==> config.mk <==
export PLATFORM = sky130hd
export DESIGN_NAME = regfile_param
export DESIGN_NICKNAME = d
export VERILOG_FILES = /design/src/rtl/regfile_param.sv
export SDC_FILE = /design/constraint.sdc
export NUM_CORES = 2
export LEC_CHECK = 0
export CAP_MARGIN = 0
export CORE_ASPECT_RATIO = 0.6
export CORE_MARGIN = 4
export CORE_UTILIZATION = 38
export CTS_CLUSTER_DIAMETER = 60
export DETAILED_ROUTE_END_ITERATION = 6
export HOLD_SLACK_MARGIN = 0.1
export PLACE_DENSITY_LB_ADDON = 0.2
export SYNTH_ARGS = -nofsm -noshare
export SYNTH_HDL_FRONTEND = slang
export SYNTH_SLANG_ARGS = --single-unit
==> constraint.sdc <==
create_clock -name clk -period 87.4 [get_ports clk]
set_input_delay 17.48 -clock clk [delete_from_list [all_inputs] [get_ports clk]]
set_output_delay 17.48 -clock clk [all_outputs]
set_load 0.02 [all_outputs]
==> src/rtl/regfile_param.sv <==
// regfile_param: parameterised register file with two combinational read ports,
// one byte-enabled write port and a sequential whole-file clear engine.
// Optional macro REGFILE_BYPASS_EN forwards same-cycle write data to matching
// read ports; left undefined, reads return stored contents only.
module regfile_param #(
   parameter int unsigned DATA_W   = 32,
   parameter int unsigned ADDR_W   = 5,
   parameter int unsigned ZERO_REG = 1
) (
   input  logic              clk,
   input  logic              rst,
   input  logic [ADDR_W-1:0] ra_addr,
   input  logic [ADDR_W-1:0] rb_addr,
   output logic [DATA_W-1:0] ra_data,
   output logic [DATA_W-1:0] rb_data,
   input  logic              we,
   input  logic [ADDR_W-1:0] wt_addr,
   input  logic [DATA_W-1:0] wt_data,
   input  logic [DATA_W/8-1:0] wt_be,
   input  logic              clr_req,
   output logic              clr_busy,
   output logic              clr_done
);

   localparam int unsigned DEPTH = 32'(1) << ADDR_W;
   localparam int unsigned NB    = DATA_W / 8;

   typedef enum logic {
      IDLE  = 1'b0,
      CLEAR = 1'b1
   } state_t;

   state_t              state_q, state_d;
   logic [ADDR_W-1:0]   idx_q, idx_d;
   logic                clr_busy_q, clr_busy_d;
   logic                clr_done_q, clr_done_d;
   logic [DATA_W-1:0]   mem_q [DEPTH];
   logic [DATA_W-1:0]   mem_d [DEPTH];

   logic                wr_en_c;
   logic [DATA_W-1:0]   wr_mask_c;

   // Expand byte enables into a bit mask
   always_comb begin
      wr_mask_c = '0;
      for (int k = 0; k < int'(NB); k++) begin
         wr_mask_c[8*k +: 8] = {8{wt_be[k]}};
      end
   end

   // A write is effective only when idle, some byte is enabled and it does not target a hardwired zero entry
   always_comb begin
      wr_en_c = we && !clr_busy_q && (wt_be != '0);
      if ((ZERO_REG != 0) && (wt_addr == '0)) begin
         wr_en_c = 1'b0;
      end
   end

   // Clear FSM next-state and registered-output logic
   always_comb begin
      state_d    = state_q;
      idx_d      = idx_q;
      clr_busy_d = clr_busy_q;
      clr_done_d = 1'b0;
      case (state_q)
         IDLE: begin
            if (clr_req) begin
               state_d    = CLEAR;
               idx_d      = '0;
               clr_busy_d = 1'b1;
            end
         end
         CLEAR: begin
            if (idx_q == {ADDR_W{1'b1}}) begin
               // Last entry: hold the counter at all-ones rather than wrapping
               state_d    = IDLE;
               clr_busy_d = 1'b0;
               clr_done_d = 1'b1;
            end else begin
               idx_d = idx_q + ADDR_W'(1);
            end
         end
         default: begin
            state_d = IDLE;
         end
      endcase
   end

   // Storage next-state: clear engine has priority, writes otherwise merge enabled bytes
   always_comb begin
      mem_d = mem_q;
      if (state_q == CLEAR) begin
         mem_d[idx_q] = '0;
      end else if (wr_en_c) begin
         mem_d[wt_addr] = (mem_q[wt_addr] & ~wr_mask_c) | (wt_data & wr_mask_c);
      end
   end

   // State and storage registers with asynchronous active-high reset
   always_ff @(posedge clk or posedge rst) begin
      if (rst) begin
         state_q    <= IDLE;
         idx_q      <= '0;
         clr_busy_q <= 1'b0;
         clr_done_q <= 1'b0;
         for (int i = 0; i < int'(DEPTH); i++) begin
            mem_q[i] <= '0;
         end
      end else begin
         state_q    <= state_d;
         idx_q      <= idx_d;
         clr_busy_q <= clr_busy_d;
         clr_done_q <= clr_done_d;
         mem_q      <= mem_d;
      end
   end

   // Read port A
   always_comb begin
      ra_data = mem_q[ra_addr];
`ifdef REGFILE_BYPASS_EN
      if (wr_en_c && (ra_addr == wt_addr)) begin
         ra_data = (mem_q[ra_addr] & ~wr_mask_c) | (wt_data & wr_mask_c);
      end
`endif
      if ((ZERO_REG != 0) && (ra_addr == '0)) begin
         ra_data = '0;
      end
   end

   // Read port B
   always_comb begin
      rb_data = mem_q[rb_addr];
`ifdef REGFILE_BYPASS_EN
      if (wr_en_c && (rb_addr == wt_addr)) begin
         rb_data = (mem_q[rb_addr] & ~wr_mask_c) | (wt_data & wr_mask_c);
      end
`endif
      if ((ZERO_REG != 0) && (rb_addr == '0)) begin
         rb_data = '0;
      end
   end

   assign clr_busy = clr_busy_q;
   assign clr_done = clr_done_q;

endmodule

==> flow_metrics.py <==
metrics = {
    "routing": {
        "vias": 48996,
        "ant_nets": 0,
        "wl_um": 291000,
        "drt-wirelength-per-cell_um": 44.6,
        "drt_iter0_drc": 7466,
        "via_per_inst": 7.49,
        "dr.pass1.iters": 7,
        "drc": 1,
    },
    "timing": {
        "final-hold-violation-count": 0,
        "fin_crit_ns": 39.43,
        "slew_headroom_pct": 6.57,
        "clock_skew_ns": 0.0307,
        "tns_ns": 0,
        "slew_violations": 0,
        "fmax_ghz": 0.0254,
        "tightest_slew_ns": 1.40,
        "post-route-period-util_pct": 45.1,
        "rsz0062_at_grt": "false",
        "setup_viol": 0,
    },
    "floorplanning": {
        "die-area_um2": 170000,
        "initial_utilization_pct": 38.4,
        "num_rows": 114,
        "core_area_um2": 161000,
        "die_x_um": 529,
        "io_pins": 121,
        "die_h_um": 321,
    },
    "critical_path": {
        "cp_slowest_cell": "o21ai_0",
        "critical_path_class": "input port to output port",
        "cp_top_family": "buffers and inverters",
        "crit_buf_inv": 5,
        "required_ns": 69.92,
        "start_kind": "input port",
        "cpPeakStageDelay_ns": 0.99,
        "cp_cell_sequence": "buf_8, buf_4, buf_4, o41ai_2, buf_4, o21ai_0, clkdlybuf4s50_1",
        "arrival_ns": 21.95,
        "cp_max_fo": 74,
        "cp_common_cell": "buf_4",
        "crit_path_end_kind": "output port",
    },
    "clocking": {
        "insertion_delay_ns": 0.76,
        "clock-sinks": 1032,
        "ctsResizeCount": 0,
        "cts_max_level": 3,
        "ctsHoldBuffers": 0,
        "path_clk_slew_ns": 0.06,
        "cts_buffers": 107,
        "clockBufferDepth": 3,
        "cts_setup_buffers": 0,
        "clockRootBuffer": "clkbuf_16",
        "tritoncts": "built",
    },
    "run": {
        "cap_violations": 0,
    },
    "outcome": {
        "outcome": "finished, violations left",
        "violations": "design-rule violations",
    },
    "finish": {
        "nFillCells": 14607,
        "final_util_pct": 42.6,
        "layout-drive-gt1-share_pct": 28.2,
        "layout.nets": 4364,
        "area_growth_pct": 11.0,
    },
    "grt": {
        "grt_max_degree": 167,
        "gr-usage-all-layers_pct": 33.9,
        "grt_pass1_vias": 47342,
        "antenna_found_initial": 23,
        "grt_overflow": 0,
        "grt_first_pass_wirelength_um": 402000,
    },
    "place": {
        "place_congestion": 0.884,
        "port_buffers": 120,
        "hpwl_um": 163000,
    },
    "synthesis": {
        "synthesis.area_um2": 61900,
        "yosysMostFrequentCell": "dfrtp_1",
        "ys_ff_latch": 1032,
        "synth.area.top_cells": "dfrtp_1 42%, mux4_2 27%, a22o_1 14%, mux2i_1 5.0%, clkbuf_1 1.7%",
        "synth_cell_type_count": 64,
        "yosysSeqAreaShare_pct": 41.7,
        "synth_ff_type": "dfrtp_1",
        "syn_nets": 4532,
        "synth-edff-count": 0,
        "yosysTopAreaCellShare_pct": 41.7,
        "yosys_warnings": 0,
        "yosys-top-cells-count": "1032 x dfrtp_1, 966 x a22o_1, 738 x mux4_2, 311 x mux2i_1, 274 x clkbuf_1",
        "synth_top_area_cell": "dfrtp_1",
        "syn-instance-count": 4472,
        "postSynthAreaPerCell_um2": 13.8,
        "async_flop_share_pct": 100,
    },
    "power_and_ir_drop": {
        "leakagePower_nw": 28.4,
        "p_per_area_nw_per_um2": 17.5,
        "ir_drop_v": 0.0000167,
        "p_total_mw": 1.20,
    },
    "min_path": {
        "hp-class": "flip-flop to flip-flop",
    },
}
flip-flops by register name (all words and copies together), names as in the netlist:
signal / flops
clr_busy: 1
clr_done: 1
idx_q: 5
mem_q: 1024
state_q: 1
path summary, 6_finish.rpt:
path | end | start | cells after the start | slack (ns)
min | mem_q[177]$_DFFE_PP0P_ | mem_q[177]$_DFFE_PP0P_ | 2 | 0.52
max in group asynchronous | mem_q[337]$_DFFE_PP0P_ | rst | 5 | 66.84
max | ra_data[12] | ra_addr[1] | 7 | 47.97
max reg2reg | mem_q[103]$_DFFE_PP0P_ | clr_busy$_DFFE_PP0P_ | 8 | 83.17
min in group asynchronous | mem_q[162]$_DFFE_PP0P_ | rst | 2 | 17.24
min reg2reg | mem_q[177]$_DFFE_PP0P_ | mem_q[177]$_DFFE_PP0P_ | 2 | 0.52
cells in the final DEF (no fill, tap or decap), types with 25 or more instances in the layout:
cell type | netlist | final
and2_1 | 38 | 35
clkdlybuf4s50_1 | 0 | 105
nor2_4 | 0 | 25
clkbuf_16 | 0 | 110
mux2i_1 | 311 | 311
buf_4 | 30 | 172
mux4_2 | 738 | 738
o22ai_1 | 78 | 78
a22oi_1 | 77 | 77
a21oi_4 | 0 | 31
inv_1 | 88 | 87
dfrtp_1 | 1032 | 1032
nand3_1 | 33 | 33
o21ai_0 | 75 | 75
nor2_1 | 77 | 51
nand2_1 | 121 | 120
a22o_1 | 966 | 966
cell type report:
type	count	area, µm²	area share [%]
well taps	2146	2690	3.91
repair buffers	296	2600	3.78
inverters	88	338	0.491
multi-input cells	2779	33700	49.1
flip-flops and latches	1032	25800	37.6
diodes	6	15.0	0.0218
clock inverters	42	453	0.659
clock buffers	150	3100	4.51
logic make-up after synthesis:
kind of cell / synth area share, %
buffers and inverters: 5.01
AOI/OAI and AO/OA: 17.9
muxes: 32.0
adders and majority gates: 0.101
DFF: 41.7
xor gates and xnor gates: 0.0424
and+or+nand+nor: 3.27
tightest hold or removal path: stages, from the launching register on:
cell and delay, ns:
dfrtp_1 0.38, nand2_1 0.05, o21ai_0 0.06
routing by layer:
layer / track usage (%) / wire (µm)
met5: 0 / 84
met4: 10.7 / 11500
met3: 18.7 / 51300
met2: 43.6 / 113000
met1: 48.0 / 115000
stage by stage:
stage,instances,worst slack [ns],area [µm²],hold slack (ns)
detailed placement,6341,48.13,65200,0.512
CTS,6533,48.15,68700,0.526
floorplan,4472,40.88,61900,0.477
global route,6533,47.96,68700,0.552
global placement,6341,48.13,65200,0.509
finish,6539,47.97,68700,0.524
power by group:
group          switching (mW)  internal, mW  leakage, nW  total (mW)
Sequential             0.0120         0.487         14.4       0.499
Clock                   0.214         0.270         1.74       0.485
Combinational           0.165        0.0562         12.2       0.221
Power figures use the tool's default switching activity.
